[config.mk]
export PLATFORM = sky130hd
export DESIGN_NAME = arf_retire_ctrl
export DESIGN_NICKNAME = d
export VERILOG_FILES = /design/src/rtl/arf_retire_ctrl_pkg.sv /design/src/rtl/arf_retire_pick.sv /design/src/rtl/arf_retire_ctrl.sv
export SDC_FILE = /design/constraint.sdc
export NUM_CORES = 1
export LEC_CHECK = 0
export BUFFER_PORTS_ARGS = -buffer_cell sky130_fd_sc_hd__buf_2
export CAP_MARGIN = 10
export CORE_AREA = 2 2 103 105
export DETAILED_ROUTE_END_ITERATION = 16
export DIE_AREA = 0 0 105 107
export PLACE_DENSITY_LB_ADDON = 0.3
export RECOVER_POWER = 50
export SLEW_MARGIN = 25
export SYNTH_ARGS = -nofsm -noshare
export SYNTH_HDL_FRONTEND = slang
export SYNTH_SLANG_ARGS = --single-unit
[constraint.sdc]
create_clock -name clk -period 4.25 [get_ports clk]
set_clock_uncertainty 0.15 [all_clocks]
set_input_delay 0.6375 -clock clk [delete_from_list [all_inputs] [get_ports clk]]
set_output_delay 0.6375 -clock clk [all_outputs]
set_load 0.02 [all_outputs]
[src/rtl/arf_retire_ctrl_pkg.sv]
// Shared types for the ARF retire controller: FSM states, width defaults, ROB head slot view.
// Latency: n/a (types only).
// Backpressure: n/a (types only).
package arf_retire_ctrl_pkg;

    localparam int PREG_W_DEF = 6;
    localparam int DATA_W_DEF = 32;
    localparam int PC_W       = 32;

    typedef enum logic {
        RUN   = 1'b0,
        FLUSH = 1'b1
    } state_t;

    // One ROB head entry as seen by the retire logic. The slot fields are
    // sized by the package defaults. A build that overrides PREG_W/DATA_W
    // on the top must change these defaults to match.
    typedef struct packed {
        logic                  valid;
        logic                  done;
        logic                  exc;
        logic                  wr;
        logic [PREG_W_DEF-1:0] dst;
        logic [DATA_W_DEF-1:0] data;
        logic [PC_W-1:0]       pc;
    } slot_t;

endpackage

[src/rtl/arf_retire_pick.sv]
// Combinational slot selection: pops, write enables/addr/data, same-dst collision, fault select.
// Latency: 0 cycles (pure combinational).
// Backpressure: en low (reset, freeze, flush drain) forces every pop, write and fault low.
//
// Ports:
//   en            retirement permitted this cycle
//   s0, s1        ROB head and head+1 slots
//   pop0, pop1    entries consumed (pop1 implies pop0)
//   we1/we2, addr1/addr2, data1/data2   write port requests, zeroed when not writing
//   fault, fault_pc                     a popped entry faulted, and its PC
module arf_retire_pick
    import arf_retire_ctrl_pkg::*;
(
    input  logic                  en,
    input  slot_t                 s0,
    input  slot_t                 s1,
    output logic                  pop0,
    output logic                  pop1,
    output logic                  we1,
    output logic                  we2,
    output logic [PREG_W_DEF-1:0] addr1,
    output logic [PREG_W_DEF-1:0] addr2,
    output logic [DATA_W_DEF-1:0] data1,
    output logic [DATA_W_DEF-1:0] data2,
    output logic                  fault,
    output logic [PC_W-1:0]       fault_pc
);

    logic wr0_raw;
    logic wr1_raw;

    always_comb begin
        pop0 = en & s0.valid & s0.done;
        // A faulting head ends the group, so head+1 stays in the ROB.
        pop1 = pop0 & ~s0.exc & s1.valid & s1.done;

        wr0_raw = pop0 & ~s0.exc & s0.wr;
        wr1_raw = pop1 & ~s1.exc & s1.wr;

        // Both writes hitting one register: the younger result is the
        // architectural value, so port 1 is dropped.
        we1 = wr0_raw & ~(wr1_raw & (s0.dst == s1.dst));
        we2 = wr1_raw;

        addr1 = we1 ? s0.dst  : '0;
        data1 = we1 ? s0.data : '0;
        addr2 = we2 ? s1.dst  : '0;
        data2 = we2 ? s1.data : '0;

        fault    = (pop0 & s0.exc) | (pop1 & s1.exc);
        fault_pc = (pop0 & s0.exc) ? s0.pc : s1.pc;
    end

endmodule

[src/rtl/arf_retire_ctrl.sv]
// In-order retire sequencer: pops up to two ROB head entries per cycle into two ARF write ports.
// Latency: pops are combinational; write strobes and flush_req appear one edge after the pop.
// Backpressure: freeze or a fault drain window (FLUSH_CYCLES) blocks all pops; a not-ready head blocks both slots.
//
// Ports: clk, rst (sync, active high), freeze; h0_*/h1_* ROB head/head+1 view;
//   pop0/pop1 (comb); retire1/2, write_addr1/2, write_data1/2 (registered);
//   flush_req, flush_pc, busy_flush.
// Optional: define RETIRE_STATS_EN to add stat_retired[31:0] and stat_flushes[15:0].
module arf_retire_ctrl
    import arf_retire_ctrl_pkg::*;
#(
    parameter int PREG_W       = PREG_W_DEF,
    parameter int DATA_W       = DATA_W_DEF,
    parameter int FLUSH_CYCLES = 4
) (
    input  logic              clk,
    input  logic              rst,
    input  logic              freeze,
    input  logic              h0_valid,
    input  logic              h0_done,
    input  logic              h0_exc,
    input  logic              h0_wr,
    input  logic [PREG_W-1:0] h0_dst,
    input  logic [DATA_W-1:0] h0_data,
    input  logic [31:0]       h0_pc,
    input  logic              h1_valid,
    input  logic              h1_done,
    input  logic              h1_exc,
    input  logic              h1_wr,
    input  logic [PREG_W-1:0] h1_dst,
    input  logic [DATA_W-1:0] h1_data,
    input  logic [31:0]       h1_pc,
    output logic              pop0,
    output logic              pop1,
    output logic              retire1,
    output logic              retire2,
    output logic [PREG_W-1:0] write_addr1,
    output logic [PREG_W-1:0] write_addr2,
    output logic [DATA_W-1:0] write_data1,
    output logic [DATA_W-1:0] write_data2,
    output logic              flush_req,
    output logic [31:0]       flush_pc,
    output logic              busy_flush
`ifdef RETIRE_STATS_EN
    ,
    output logic [31:0]       stat_retired,
    output logic [15:0]       stat_flushes
`endif
);

    state_t      state;
    state_t      state_nxt;
    logic [3:0]  cnt;
    logic [3:0]  cnt_nxt;

    slot_t       s0;
    slot_t       s1;
    logic        en;
    logic        we1;
    logic        we2;
    logic [PREG_W-1:0] addr1;
    logic [PREG_W-1:0] addr2;
    logic [DATA_W-1:0] data1;
    logic [DATA_W-1:0] data2;
    logic        fault;
    logic [31:0] fault_pc;

    assign s0 = '{valid: h0_valid, done: h0_done, exc: h0_exc, wr: h0_wr,
                  dst: h0_dst, data: h0_data, pc: h0_pc};
    assign s1 = '{valid: h1_valid, done: h1_done, exc: h1_exc, wr: h1_wr,
                  dst: h1_dst, data: h1_data, pc: h1_pc};

    assign en = ~rst & ~freeze & (state == RUN);

    arf_retire_pick u_pick (
        .en       (en),
        .s0       (s0),
        .s1       (s1),
        .pop0     (pop0),
        .pop1     (pop1),
        .we1      (we1),
        .we2      (we2),
        .addr1    (addr1),
        .addr2    (addr2),
        .data1    (data1),
        .data2    (data2),
        .fault    (fault),
        .fault_pc (fault_pc)
    );

    // Next-state: fault enters the drain window; the counter only moves on
    // non-frozen cycles and leaving happens on the edge where it hits zero.
    always_comb begin
        state_nxt = state;
        cnt_nxt   = cnt;
        case (state)
            RUN: begin
                if (fault) begin
                    state_nxt = FLUSH;
                    cnt_nxt   = 4'(FLUSH_CYCLES);
                end
            end
            FLUSH: begin
                if (!freeze) begin
                    cnt_nxt = cnt - 4'd1;
                    if (cnt <= 4'd1) begin
                        state_nxt = RUN;
                        cnt_nxt   = 4'd0;
                    end
                end
            end
            default: begin
                state_nxt = RUN;
                cnt_nxt   = 4'd0;
            end
        endcase
    end

    always_ff @(posedge clk) begin
        if (rst) begin
            state <= RUN;
            cnt   <= 4'd0;
        end else begin
            state <= state_nxt;
            cnt   <= cnt_nxt;
        end
    end

    // Write-port and flush outputs. Everything requested this cycle is
    // already gated by en, so frozen or draining cycles register zeros.
    always_ff @(posedge clk) begin
        if (rst) begin
            retire1     <= 1'b0;
            retire2     <= 1'b0;
            write_addr1 <= '0;
            write_addr2 <= '0;
            write_data1 <= '0;
            write_data2 <= '0;
            flush_req   <= 1'b0;
            flush_pc    <= '0;
        end else begin
            retire1     <= we1;
            retire2     <= we2;
            write_addr1 <= addr1;
            write_addr2 <= addr2;
            write_data1 <= data1;
            write_data2 <= data2;
            flush_req   <= fault;
            if (fault) begin
                flush_pc <= fault_pc;
            end
        end
    end

    assign busy_flush = (state == FLUSH);

`ifdef RETIRE_STATS_EN
    always_ff @(posedge clk) begin
        if (rst) begin
            stat_retired <= '0;
            stat_flushes <= '0;
        end else begin
            stat_retired <= stat_retired + {31'd0, pop0} + {31'd0, pop1};
            stat_flushes <= stat_flushes + {15'd0, fault};
        end
    end
`endif

endmodule

==> results.py <==
metrics = {
    "finish": {
        "diodes": 0,
        "final_nets": 808,
        "drive_above_1_share": 0.292,
        "area_growth_pct": 46.7,
        "final_cell_area_um2": 5840,
    },
    "floorplanning": {
        "rows": 37,
        "fp.dieH_um": 107,
        "die_width_um": 105,
        "io_pins": 265,
        "initial_core_util": 0.394,
        "dieArea_um2": 11200,
        "core_area_um2": 10100,
    },
    "yosys": {
        "netlist.area_leader.share": 0.584,
        "yosys.area.top_type": "dfxtp_1",
        "ys.flop_type": "dfxtp_1",
        "synth_enable_flop_cells": 0,
        "netlist_instances": 399,
        "synth_area_per_cell_um2": 9.97,
        "ys_seq_area_frac": 0.584,
        "async_flop_share": 0,
        "synth_area_um2": 3980,
        "yosysWarnings": 0,
        "synth_most_common_cell": "dfxtp_1",
        "ys_ff_latch": 116,
        "ys_top_cells_by_count": "116 x dfxtp_1, 68 x nand2_1, 40 x and2_1, 40 x nor2_1, 38 x nor3b_1",
        "synthTopCellsByArea": "dfxtp_1 58%, nor3b_1 7.2%, a311oi_1 7.0%",
        "syn_nets": 552,
        "synthDistinctLibCells": 36,
    },
    "detailed_routing": {
        "routedWlPerCell_um": 13.9,
        "ant_nets": 0,
        "wl_um": 11200,
        "route.top_layer_used": "met4",
        "dr.pass1.iters": 4,
        "routed-wl-met2_um": 5720,
        "via_count": 3737,
        "drt-met1-wl_um": 4320,
        "drt_iter0_markers": 122,
        "met3WireLength_um": 1000,
        "drc_errors": 0,
        "via_per_inst": 4.65,
    },
    "sta": {
        "period_share": 0.613,
        "tightest_slew_ns": 0.781,
        "hold_viol_final": 0,
        "setup_violations": 0,
        "report.final.slew_viol_count": 0,
        "finalSetupTns_ns": 0,
        "min_period_ns": 2.60,
        "rsz0062_at_grt": "false",
        "slew_headroom": 0.479,
        "clock.fmax_mhz": 384,
    },
    "critical_path": {
        "reg2reg_from": "busy_flush$_SDFF_PP0_",
        "crit_slowest_cell": "or4_4",
        "crit_required_ns": 3.46,
        "crit_type": "in -> out",
        "worst_setup_path_start_kind": "input pin",
        "critPathMaxFanout": 41,
        "startpoint": "rst",
        "crit_path_frequent_cell": "buf_2",
        "crit_chain": "buf_2, or4_4, nor2_1, buf_2",
        "end_kind": "output pin",
        "slowest_delay_ns": 0.54,
        "arrival_ns": 1.82,
    },
    "clock_tree": {
        "cts_resized": 0,
        "post_cts_buffers": 0,
        "cts_buffer_depth": 2,
        "numCtsBuffers": 17,
        "h-tree-depth": 4,
        "cts_hold_buf": 0,
        "clk_latency_ns": 0.51,
        "cts_root_buf": "clkbuf_8",
        "clock_sinks": 116,
        "cts_tree": "built",
        "clk_pin_slew_ns": 0.06,
    },
    "placement": {
        "dpl_cell_area_um2": 5360,
        "port_buffers": 264,
        "globalplace.congestion": 0.792,
        "hpwl_um": 8240,
    },
    "global_route": {
        "grt_max_degree": 66,
        "grt_pass1_vias": 3659,
        "grt_overflow": 0,
        "grt_usage": 0.197,
        "grt_pass1_wl_um": 17500,
        "antenna_found_initial": 0,
    },
    "power": {
        "p_per_area_nw_per_um2": 461,
        "peakVddDrop_uv": 196,
        "p_leak_nw": 2.43,
    },
    "run": {
        "max-cap-violations": 0,
    },
    "min_path": {
        "holdCritPathClass": "in -> reg",
        "hp-start": "h1_data[25]",
    },
    "outcome": {
        "status": "completed",
    },
}
[sequential cells by signal, indices dropped and copies added, names as in the netlist]
register / cells
flush_pc: 32
write_data1: 32
write_addr2: 6
retire2: 1
retire1: 1
write_addr1: 6
cnt: 4
write_data2: 32
flush_req: 1
busy_flush: 1
[cell families (layout without fill, tap and decap cells)]
group	count (synthesis)	after routing	synth area share
AO/OA/AOI/OAI	39	39	0.0833
XOR/XNOR	6	6	0.0132
adder cells (fa/ha/maj)	2	2	0.00629
buffers and inverters	33	302	0.0396
flip-flops	116	116	0.584
AND/OR/NAND/NOR	203	203	0.274
[layout make-up]
class                   count  area, um^2
multi-input cells         250        1510
fillers                   944        4260
well taps                 136         170
repair buffers            267        1210
inverters                   3        11.3
flip-flops and latches    116        2320
clock inverters            13         173
clock buffers              19         442
[worst paths after layout]
path         cells after the start                         end  slack, ns
min                              2  write_data2[25]$_SDFF_PP0_       0.18
max reg2reg                      5  write_data1[20]$_SDFF_PP0_       1.75
min reg2reg                      2    flush_pc[9]$_SDFFE_PP0P_       0.35
max                              4                        pop1       1.65
[report_power, final]
part	switching (mW)	internal (mW)	total (mW)	leakage [nW]
registers	0.00509	1.10	1.10	0.936
logic	0.0706	0.0752	0.146	1.21
clock network	0.508	0.931	1.44	0.288
total	0.584	2.10	2.69	2.43
[metal layers]
layer	vias to the layer above	global-route usage
li1	1871	-
met1	1670	0.211
met2	182	0.353
met3	14	0.0669
met4	0	0.0857
met5	-	0
[worst max-delay path, delay by kind of cell]
kind / cells / cell delay, ns
and+or+nand+nor: 2 / 0.65
buffers and inverters: 2 / 0.52
[through the flow]
stage,power [mW],hold WS [ns],cells,util,setup slack [ns]
2_1_floorplan,1.19,0.345,399,-,1.80
3_3_place_gp,1.27,0.332,772,0.531,1.23
3_5_place_dp,1.28,0.340,772,0.531,1.13
4_1_cts,2.73,0.155,804,0.592,1.63
5_1_grt,2.80,0.152,804,0.578,1.52
6_report,2.69,0.178,804,0.578,1.65
[layout by cell type (no fill, tap or decap), types with 3 or more instances in the layout]
cell type / synthesis / layout
nor3b_1: 38 / 38
inv_6: 0 / 3
a311oi_1: 32 / 32
nor2_1: 40 / 40
buf_2: 4 / 154
dfxtp_1: 116 / 116
nand2_1: 68 / 67
clkbuf_16: 0 / 16
inv_1: 3 / 3
bufinv_16: 0 / 3
clkbuf_8: 0 / 3
clkinvlp_4: 0 / 4
buf_4: 2 / 3
clkinv_4: 0 / 3
clkbuf_1: 20 / 110
xor2_1: 4 / 4
and2_1: 40 / 39
Power figures use the tool's default switching activity.
